### src/rtl/gshare_branch_predictor.sv
// gshare_branch_predictor
//   Conditional-branch direction predictor for the 5-stage MIPS pipeline.
//   The Fetch-stage lookup reads a table of 2-bit saturating counters (PHT).
//   The prediction is registered into Decode as pred_takeD.
//   The table is trained from the Memory stage with the resolved outcome.
//   Optional feature macro: GSHARE_EN. When it is defined, a global history
//   register is XOR-folded into the index. When it is undefined, the
//   predictor is purely bimodal.
module gshare_branch_predictor #(
  parameter int PHT_BITS = 8,
  parameter int GHR_BITS = 6
) (
  input  logic        clk,
  input  logic        rst,
  input  logic        stallD,
  input  logic        flushD,
  input  logic [31:0] pcF,
  input  logic        branchM,
  input  logic [31:0] pcM,
  input  logic        actual_takeM,
  output logic        pred_takeD
);

  localparam int PHT_ENTRIES = 1 << PHT_BITS;

  // Counter encodings: the MSB is the predicted direction.
  localparam logic [1:0] CNT_STRONG_NT = 2'b00;
  localparam logic [1:0] CNT_WEAK_NT   = 2'b01;
  localparam logic [1:0] CNT_STRONG_T  = 2'b11;

  logic [1:0]          r_pht [PHT_ENTRIES];
  logic                r_pred_take;
  logic [PHT_BITS-1:0] w_idx_f;
  logic [PHT_BITS-1:0] w_idx_m;
  logic [1:0]          w_cnt_m;
  logic [1:0]          w_cnt_next;
  logic                w_pred_f;
  logic                w_unused_pc;

  // Only the word-index bits of each PC form the index. The rest alias away.
  assign w_unused_pc = ^{pcF, pcM};

`ifdef GSHARE_EN
  logic [GHR_BITS-1:0] r_ghr;
  logic [PHT_BITS-1:0] w_ghr_ext;

  // Zero-extend the history into the low index bits.
  assign w_ghr_ext = PHT_BITS'(r_ghr);
  assign w_idx_f   = pcF[PHT_BITS+1:2] ^ w_ghr_ext;
  assign w_idx_m   = pcM[PHT_BITS+1:2] ^ w_ghr_ext;

  // Non-speculative history: shift in retired branch outcomes only.
  // Both lookup and update in the same cycle see the pre-shift value.
  always_ff @(posedge clk) begin
    if (rst) begin
      r_ghr <= '0;
    end else if (branchM) begin
      r_ghr <= {r_ghr[GHR_BITS-2:0], actual_takeM};
    end
  end
`else
  assign w_idx_f = pcF[PHT_BITS+1:2];
  assign w_idx_m = pcM[PHT_BITS+1:2];
`endif

  // Fetch lookup reads the stored value, so a same-cycle update is not bypassed.
  assign w_pred_f = r_pht[w_idx_f][1];

  // Saturating increment or decrement of the counter being trained.
  assign w_cnt_m = r_pht[w_idx_m];
  always_comb begin
    w_cnt_next = w_cnt_m;
    if (actual_takeM) begin
      if (w_cnt_m != CNT_STRONG_T) w_cnt_next = w_cnt_m + 2'd1;
    end else begin
      if (w_cnt_m != CNT_STRONG_NT) w_cnt_next = w_cnt_m - 2'd1;
    end
  end

  // PHT training from the Memory stage; reset clears the whole table.
  always_ff @(posedge clk) begin
    if (rst) begin
      // NOTE: the table is flops, not RAM, because reset must return every
      // counter to weakly not-taken in one cycle. A RAM macro cannot do that.
      for (int i = 0; i < PHT_ENTRIES; i++) begin
        r_pht[i] <= CNT_WEAK_NT;
      end
    end else if (branchM) begin
      r_pht[w_idx_m] <= w_cnt_next;
    end
  end

  // Decode prediction register. Priority order: reset, flush, stall, load.
  always_ff @(posedge clk) begin
    if (rst) begin
      r_pred_take <= 1'b0;
    end else if (flushD) begin
      r_pred_take <= 1'b0;
    end else if (!stallD) begin
      r_pred_take <= w_pred_f;
    end
  end

  assign pred_takeD = r_pred_take;

endmodule

### config.mk
export PLATFORM = sky130hd
export DESIGN_NAME = gshare_branch_predictor
export DESIGN_NICKNAME = d
export VERILOG_FILES = /design/src/rtl/gshare_branch_predictor.sv
export SDC_FILE = /design/constraint.sdc
export NUM_CORES = 1
export LEC_CHECK = 0
export ABC_AREA = 0
export CAP_MARGIN = 0
export CORE_MARGIN = 1.5
export CORE_UTILIZATION = 48
export CTS_CLUSTER_DIAMETER = 40
export DETAILED_ROUTE_END_ITERATION = 7
export DONT_BUFFER_PORTS = 1
export PLACE_DENSITY = 0.65
export SETUP_SLACK_MARGIN = 0.05
export SLEW_MARGIN = 20
export SYNTH_ARGS = -nofsm -noshare
export SYNTH_HDL_FRONTEND = slang
export SYNTH_SLANG_ARGS = --single-unit
### constraint.sdc
create_clock -name clk -period 3.6 [get_ports clk]
set_clock_uncertainty 0.15 [all_clocks]
set_input_delay 0.72 -clock clk [delete_from_list [all_inputs] [get_ports clk]]
set_output_delay 0.72 -clock clk [all_outputs]
set_load 0.02 [all_outputs]
# Word-level counts from Yosys, hierarchy flattened
# Memory sizes are Yosys's and may differ from the RTL's. A register that Yosys moved wholly into a read port is not among the register bits.
# Index checks and enable logic that the tools add are counted.
dict set report classes {
  add_sub_neg 2
  multipliers 0
  n_div 0
  n_lt_le_gt_ge 0
  n_eq_ne 1
  n_shift 0
  n_mux 11
  bitwise 0
  n_reduce_logical 4
}
# cell n
set ops {}
lappend ops {{$mux W2} 4}
lappend ops {{$mux W8} 1}
lappend ops {{$mux W1} 6}
lappend ops {{$reduce_or A2 Y1} 2}
lappend ops {{$add A2 B1 Y2 const B} 1}
lappend ops {{$ne A2 B2 Y1 const B} 1}
lappend ops {{$reduce_bool A2 Y1} 1}
lappend ops {{$sub A2 B1 Y2 const B} 1}
lappend ops {{$logic_not A1 Y1} 1}
dict set report totals {
  ff_bits 0
  latch_bits 0
  mem_bits_rw 512
  mem_bits_ro 0
  in_bits 70
  output_inout_bits 1
  wordCells 19
  memories 1
}
# memory words width read_ports rd_clocked_by_memory_dff write_ports line_no
set memory_table {}
lappend memory_table {r_pht 256 2 2 1 256 31} ;# logic [1:0] r_pht [PHT_ENTRIES];

# Longest topological paths before layout
# Gate-level depths: netlist of run 1.
dict set report logic_depth {
  depth_word 5
  mapped_depth 14
  depth_no_buf 8
}

# Worst setup path before layout of run 1
# Ideal clock, no wire load.
dict set report synth_path {
  path_type {input to register}
  from {input port pcM[3]}
  to {memory r_pht[90][0], data pin}
  setup_time_ps 278
  arrival_time_ps 3512
  t_required_ps 3172
  path_slack_ps -341
  cell_stages 13
  n_path_buf 6
  cell_sequence {buf_2 buf_2 buf_2 buf_2 mux4_2 a22oi_1 nor2_1 nor4_1 nand4_1 nor3b_1 buf_2 buf_2 o211ai_1}
}
# item line_no
set synth_lines {}
lappend synth_lines {{start, declared} 19} ;# input logic [31:0] pcM,
lappend synth_lines {{end, declared} 31}

==> flow_summary.ini, run 1 <==
[setup_path]
path_buf_inv = 3
endpoint_kind = flop
critPathRequiredTime_ps = 3810
cp_data_arrival_time_ps = 3690
crit_type = flop to flop
worstSetupStartpointType = flop
critPathMaxFanout = 25
cpPeakStageDelay_ps = 570
cp_cell_sequence = mux4_2 > mux4_2 > a2111oi_2 > nand4_1 > buf_4 > o31ai_4 > buf_6 > clkbuf_16 > a211oi_1
crit_top_cell = mux4_2
crit_slowest_cell = mux4_2
path_delay_family = multiplexers

[logic_synthesis]
synthArstFlopShare = 0
synth_flop_cell = edfxtp_1
syn_area_per_cell_um2 = 13.2
synth_seq_cells = 513
syn-num-nets = 2290
ys_seq_area_frac = 0.527
synthCells = 2220
yosys_warnings = 0
synth_cell_types = 56
syn_area_mm2 = 0.0292
synth-edff-count = 512

[timing]
tns_ps = 0
period_minus_slack_ps = 3490
rsz0062_at_grt = true
tightest_slew_ps = 1070
holdWs_ps = 86.5
hold_viol = 0
post-route-period-util = 0.968
slew_headroom = 0.285
fmaxAchievable_ghz = 0.287
drv_slew = 0
setup_violations = 0

[final_layout]
layout_commonest_cell = edfxtp_1
final_cell_mix = 512 x edfxtp_1, 234 x a211oi_1, 230 x o211ai_1
syn_to_final_growth_pct = 16.4
drive_above_1_share = 0.258
post-route-util = 0.564
stdcell_area_mm2 = 0.0340
fin_nets = 2246

[grt]
grt_pass1_wl_um = 148000
track_usage = 0.329
grt-ovfl-total = 0
antenna_found_initial = 1
grt_start_max_net_pins = 260
grt_pass1_vias = 21650

[pwr]
p_per_area_mw_per_mm2 = 498
p_total_uw = 16900
clkPwrFrac = 0.461
intPower_uw = 12500
irDropWorstVdd_mv = 0.315
switching_share = 0.262
p_sw_uw = 4440
p_comb_frac = 0.139
power_frac_seq = 0.400
p_leak_uw = 0.0110

[run]
drv_cap = 0

[routing]
dr_total_vias = 22360
drt_iter0_drc = 3599
vias_per_cell = 7.40
wl_um = 104000
drc = 27
wl_per_cell_um = 34.4
first_pass_iters = 8
antenna_left = 0

[status]
outcome = finished with violations
violations = DRC

[cts]
clock_path_buffers = 3
clock-root-buffer = clkbuf_16
htreeDepth = 3
cts_buffers = 81
path_clk_slew_ps = 50
cts_tree = yes
cts_sinks = 513
clock_latency_ps = 650

[placement]
dp_hpwl_um = 64000
placed_cell_area_mm2 = 0.0311
gp_congestion = 0.935
port_buffers = 0

[floorplanning]
core_mm2 = 0.0602
start_util = 0.485
placementRows = 90
die_height_um = 250
design.die.area_mm2 = 0.0624
ios = 71
die_w_um = 250

[min_path]
hold_class = input pin to flop
power groups by stage:
stage                     clock network, uW  registers, uW  logic [uW]
after global placement                    0           6870        2160
after detailed placement                  0           6880        2190
final                                  7810           6770        2350
after floorplan                           0           6850        1480
after CTS                              7840           6770        2200
after global routing                   8080           6780        2420
path summary, 6_finish.rpt:
check                    start      endpoint  slack, ps  depth (start not counted)
setup / recovery  r_pht[63][0]  r_pht[43][1]        110                          9
hold / removal             rst    pred_takeD         90                          1
setup reg to reg  r_pht[63][0]  r_pht[43][1]        110                          9
hold reg to reg     pred_takeD    pred_takeD        500                          2
what timing repair did:
item	4_1_cts	5_1_grt
setup endpoints to repair	43	505
resized for setup	1	22
pin swaps	1	3
cloned	0	3
buffers inserted	0	2
hold buffers	1	0
endpoints found under the hold margin	1	0
registers in the layout, summed over array words and instances, names as in the netlist:
| register | flops |
|---|---|
| r_pht | 512 |
| pred_takeD | 1 |
layer usage:
metal	vias to the layer above	part of all wire	routed length, um	global-route usage
met4	4	0.061	6380	0.188
met1	11235	0.37	38000	0.438
li1	9059	-	-	-
met5	-	0.00073	76	0
met3	353	0.13	13800	0.0939
met2	1709	0.44	45600	0.485
metrics by stage:
| stage | instances | setup WS (ps) |
|---|---|---|
| after floorplan | 2220 | -6.08 |
| after global placement | 2869 | -398 |
| after detailed placement | 2869 | -381 |
| after CTS | 3016 | 66.2 |
| after global routing | 3021 | 25.7 |
| final | 3022 | 114 |
synth_stat cells, types with 9 or more instances:
| master | n | share of area |
|---|---|---|
| a211oi_1 | 236 | 0.061 |
| a21o_1 | 188 | 0.048 |
| a21oi_1 | 34 | 0.0058 |
| a22oi_1 | 35 | 0.0090 |
| buf_2 | 133 | 0.023 |
| clkbuf_1 | 202 | 0.026 |
| edfxtp_1 | 512 | 0.53 |
| mux2i_1 | 81 | 0.028 |
| mux4_2 | 175 | 0.13 |
| nand2_1 | 84 | 0.011 |
| nand2b_1 | 29 | 0.0062 |
| nand3_1 | 29 | 0.0050 |
| nor2_1 | 38 | 0.0049 |
| nor2b_1 | 9 | 0.0019 |
| nor3_1 | 20 | 0.0034 |
| o211ai_1 | 230 | 0.059 |
| o21ai_0 | 9 | 0.0015 |
| o21bai_1 | 63 | 0.016 |
final cells by class:
class / instances / area [um^2]
sequential: 513 / 15400
antenna: 1 / 2.50
inverter: 6 / 22.5
clock buffer: 90 / 2080
clock inverter: 56 / 592
fill: 4719 / 26300
timing repair buffer: 222 / 2360
tap: 782 / 978
multi-input combinational: 1352 / 12600
logic make-up (layout without fill, tap and decap cells):
logic type | count (synthesis) | after routing | share of synthesized area
AOI/OAI and AO/OA | 844 | 844 | 0.214
DFF | 513 | 513 | 0.527
buffers and inverters | 355 | 374 | 0.0523
muxes | 262 | 262 | 0.165
and+or+nand+nor | 246 | 246 | 0.0413
other | 0 | 1 | 0
Note: power is estimated with default switching activity, not from simulation.
==> inputs of run 2 (changes only) <==
--- a/config.mk
+++ b/config.mk
@@ -12,7 +12,6 @@
 export CTS_CLUSTER_DIAMETER = 40
 export DETAILED_ROUTE_END_ITERATION = 7
 export DONT_BUFFER_PORTS = 1
-export PLACE_DENSITY = 0.65
 export SETUP_SLACK_MARGIN = 0.05
 export SLEW_MARGIN = 20
 export SYNTH_ARGS = -nofsm -noshare
==> constraint.sdc (replaced) <==
create_clock -name clk -period 4.34 [get_ports clk]
set_clock_uncertainty 0.15 [all_clocks]
set_input_delay 0.868 -clock clk [delete_from_list [all_inputs] [get_ports clk]]
set_output_delay 0.868 -clock clk [all_outputs]
set_load 0.02 [all_outputs]
==> flow_summary.ini, run 2 (synthesis gave the netlist of run 1 again) <==
[routing]
first_pass_iters = 5
wl_per_cell_um = 35.4
wl_um = 105000
antenna_left = 0
dr_total_vias = 22183
drt_iter0_drc = 3010
drc = 0
vias_per_cell = 7.45

[status]
outcome = completed

[cts]
clock_latency_ps = 640
cts_sinks = 513
cts_resized = 0
cts_buffers = 91
cts_tree = yes
clock_path_buffers = 3
holdBufCountCts = 0
path_clk_slew_ps = 50
post_cts_buffers = 0
htreeDepth = 3
clock-root-buffer = clkbuf_16

[min_path]
hold_class = input pin to flop
min-delay-start = flushD

[setup_path]
endpoint_kind = flop
critPathRequiredTime_ps = 4520
crit_path_start = pcM[3]
r2r_start = r_pht[119][1]
critPathMaxFanout = 172
cp_data_arrival_time_ps = 4100
worstSetupStartpointType = input pin
crit_type = input pin to flop

[pwr]
p_per_area_mw_per_mm2 = 425
power_frac_seq = 0.395
p_leak_uw = 0.0107
p_comb_frac = 0.124
p_sw_uw = 3710
switching_share = 0.261
intPower_uw = 10500
clkPwrFrac = 0.480
irDropWorstVdd_mv = 0.293

[placement]
dp_hpwl_um = 63700
port_buffers = 0
gp_congestion = 0.917
dp.cells = 2809

[timing]
setup_violations = 0
period_minus_slack_ps = 3920
holdWs_ps = 161
hold_viol = 0
tns_ps = 0
post-route-period-util = 0.903
drv_slew = 0
slew_headroom = 0.260
tightest_slew_ps = 1110
fmaxAchievable_ghz = 0.255
rsz0062_at_grt = false

[final_layout]
drive_above_1_share = 0.234
fin_nets = 2190
post-route-util = 0.555
layout_commonest_cell = edfxtp_1
multi_input_area_mm2 = 0.0125
largest_reg_flops = 512
seq_area_mm2 = 0.0154
regMostFlops = r_pht
fillers = 4826
syn_to_final_growth_pct = 14.5
final_cells = 2976
final_cell_mix = 512 x edfxtp_1, 236 x a211oi_1, 230 x o211ai_1

[grt]
grt_pass1_vias = 21796
grt-ovfl-total = 0
grt_pass1_wl_um = 152000
grt_start_max_net_pins = 260
track_usage = 0.337
antenna_found_initial = 1

[floorplanning]
placementRows = 90
die_w_um = 250
die_height_um = 250
core_mm2 = 0.0602
start_util = 0.485
design.die.area_mm2 = 0.0624
ios = 71

[run]
drv_cap = 0
[run 2: final cells by class]
class / instances / share of cell area
inverters: 6 / 0.000673
diodes: 1 / 0.0000748
well taps: 782 / 0.0292
clock buffers: 102 / 0.0706
clock inverters: 64 / 0.0160
flip-flops and latches: 513 / 0.460
repair buffers: 156 / 0.0492
multi-input cells: 1352 / 0.374
[run 2: worst paths after layout]
kind	end	slack [ps]	cells after the start
hold reg to reg	pred_takeD	500	2
setup / recovery	r_pht[154][1]	420	10
hold / removal	pred_takeD	160	1
setup reg to reg	r_pht[154][1]	520	10
[run 2: critical path: stages]
cell	delay, ps
mux4_2	660
a311oi_1	270
a211oi_1	160
nor4_1	360
buf_4	190
nand4_1	160
buf_4	230
o21ai_4	70
buf_4	600
a211oi_1	180
[run 2: per-layer routing]
layer,track usage,vias up,share of wire
li1,-,8952,-
met1,0.450,11311,0.37
met2,0.511,1599,0.45
met3,0.0879,319,0.12
met4,0.168,2,0.052
met5,0,-,0.00012
[run 2: stage by stage]
| step | setup WS [ps] | cell area, um^2 | total power (uW) |
|---|---|---|---|
| 3_3_place_gp | 88.9 | 30600 | 7400 |
| 4_1_cts | 630 | 33500 | 14200 |
| 6_report | 422 | 33500 | 14200 |
| 2_1_floorplan | 251 | 29200 | 6870 |
| 3_5_place_dp | 48.6 | 30600 | 7430 |
| 5_1_grt | 377 | 33500 | 14500 |
[run 2: power by group through the flow]
stage	sequential (uW)	combinational [uW]	clock, uW
floorplan	5690	1180	0
global placement	5700	1700	0
detailed placement	5710	1720	0
CTS	5620	1720	6870
global route	5630	1830	7070
finish	5620	1770	6830
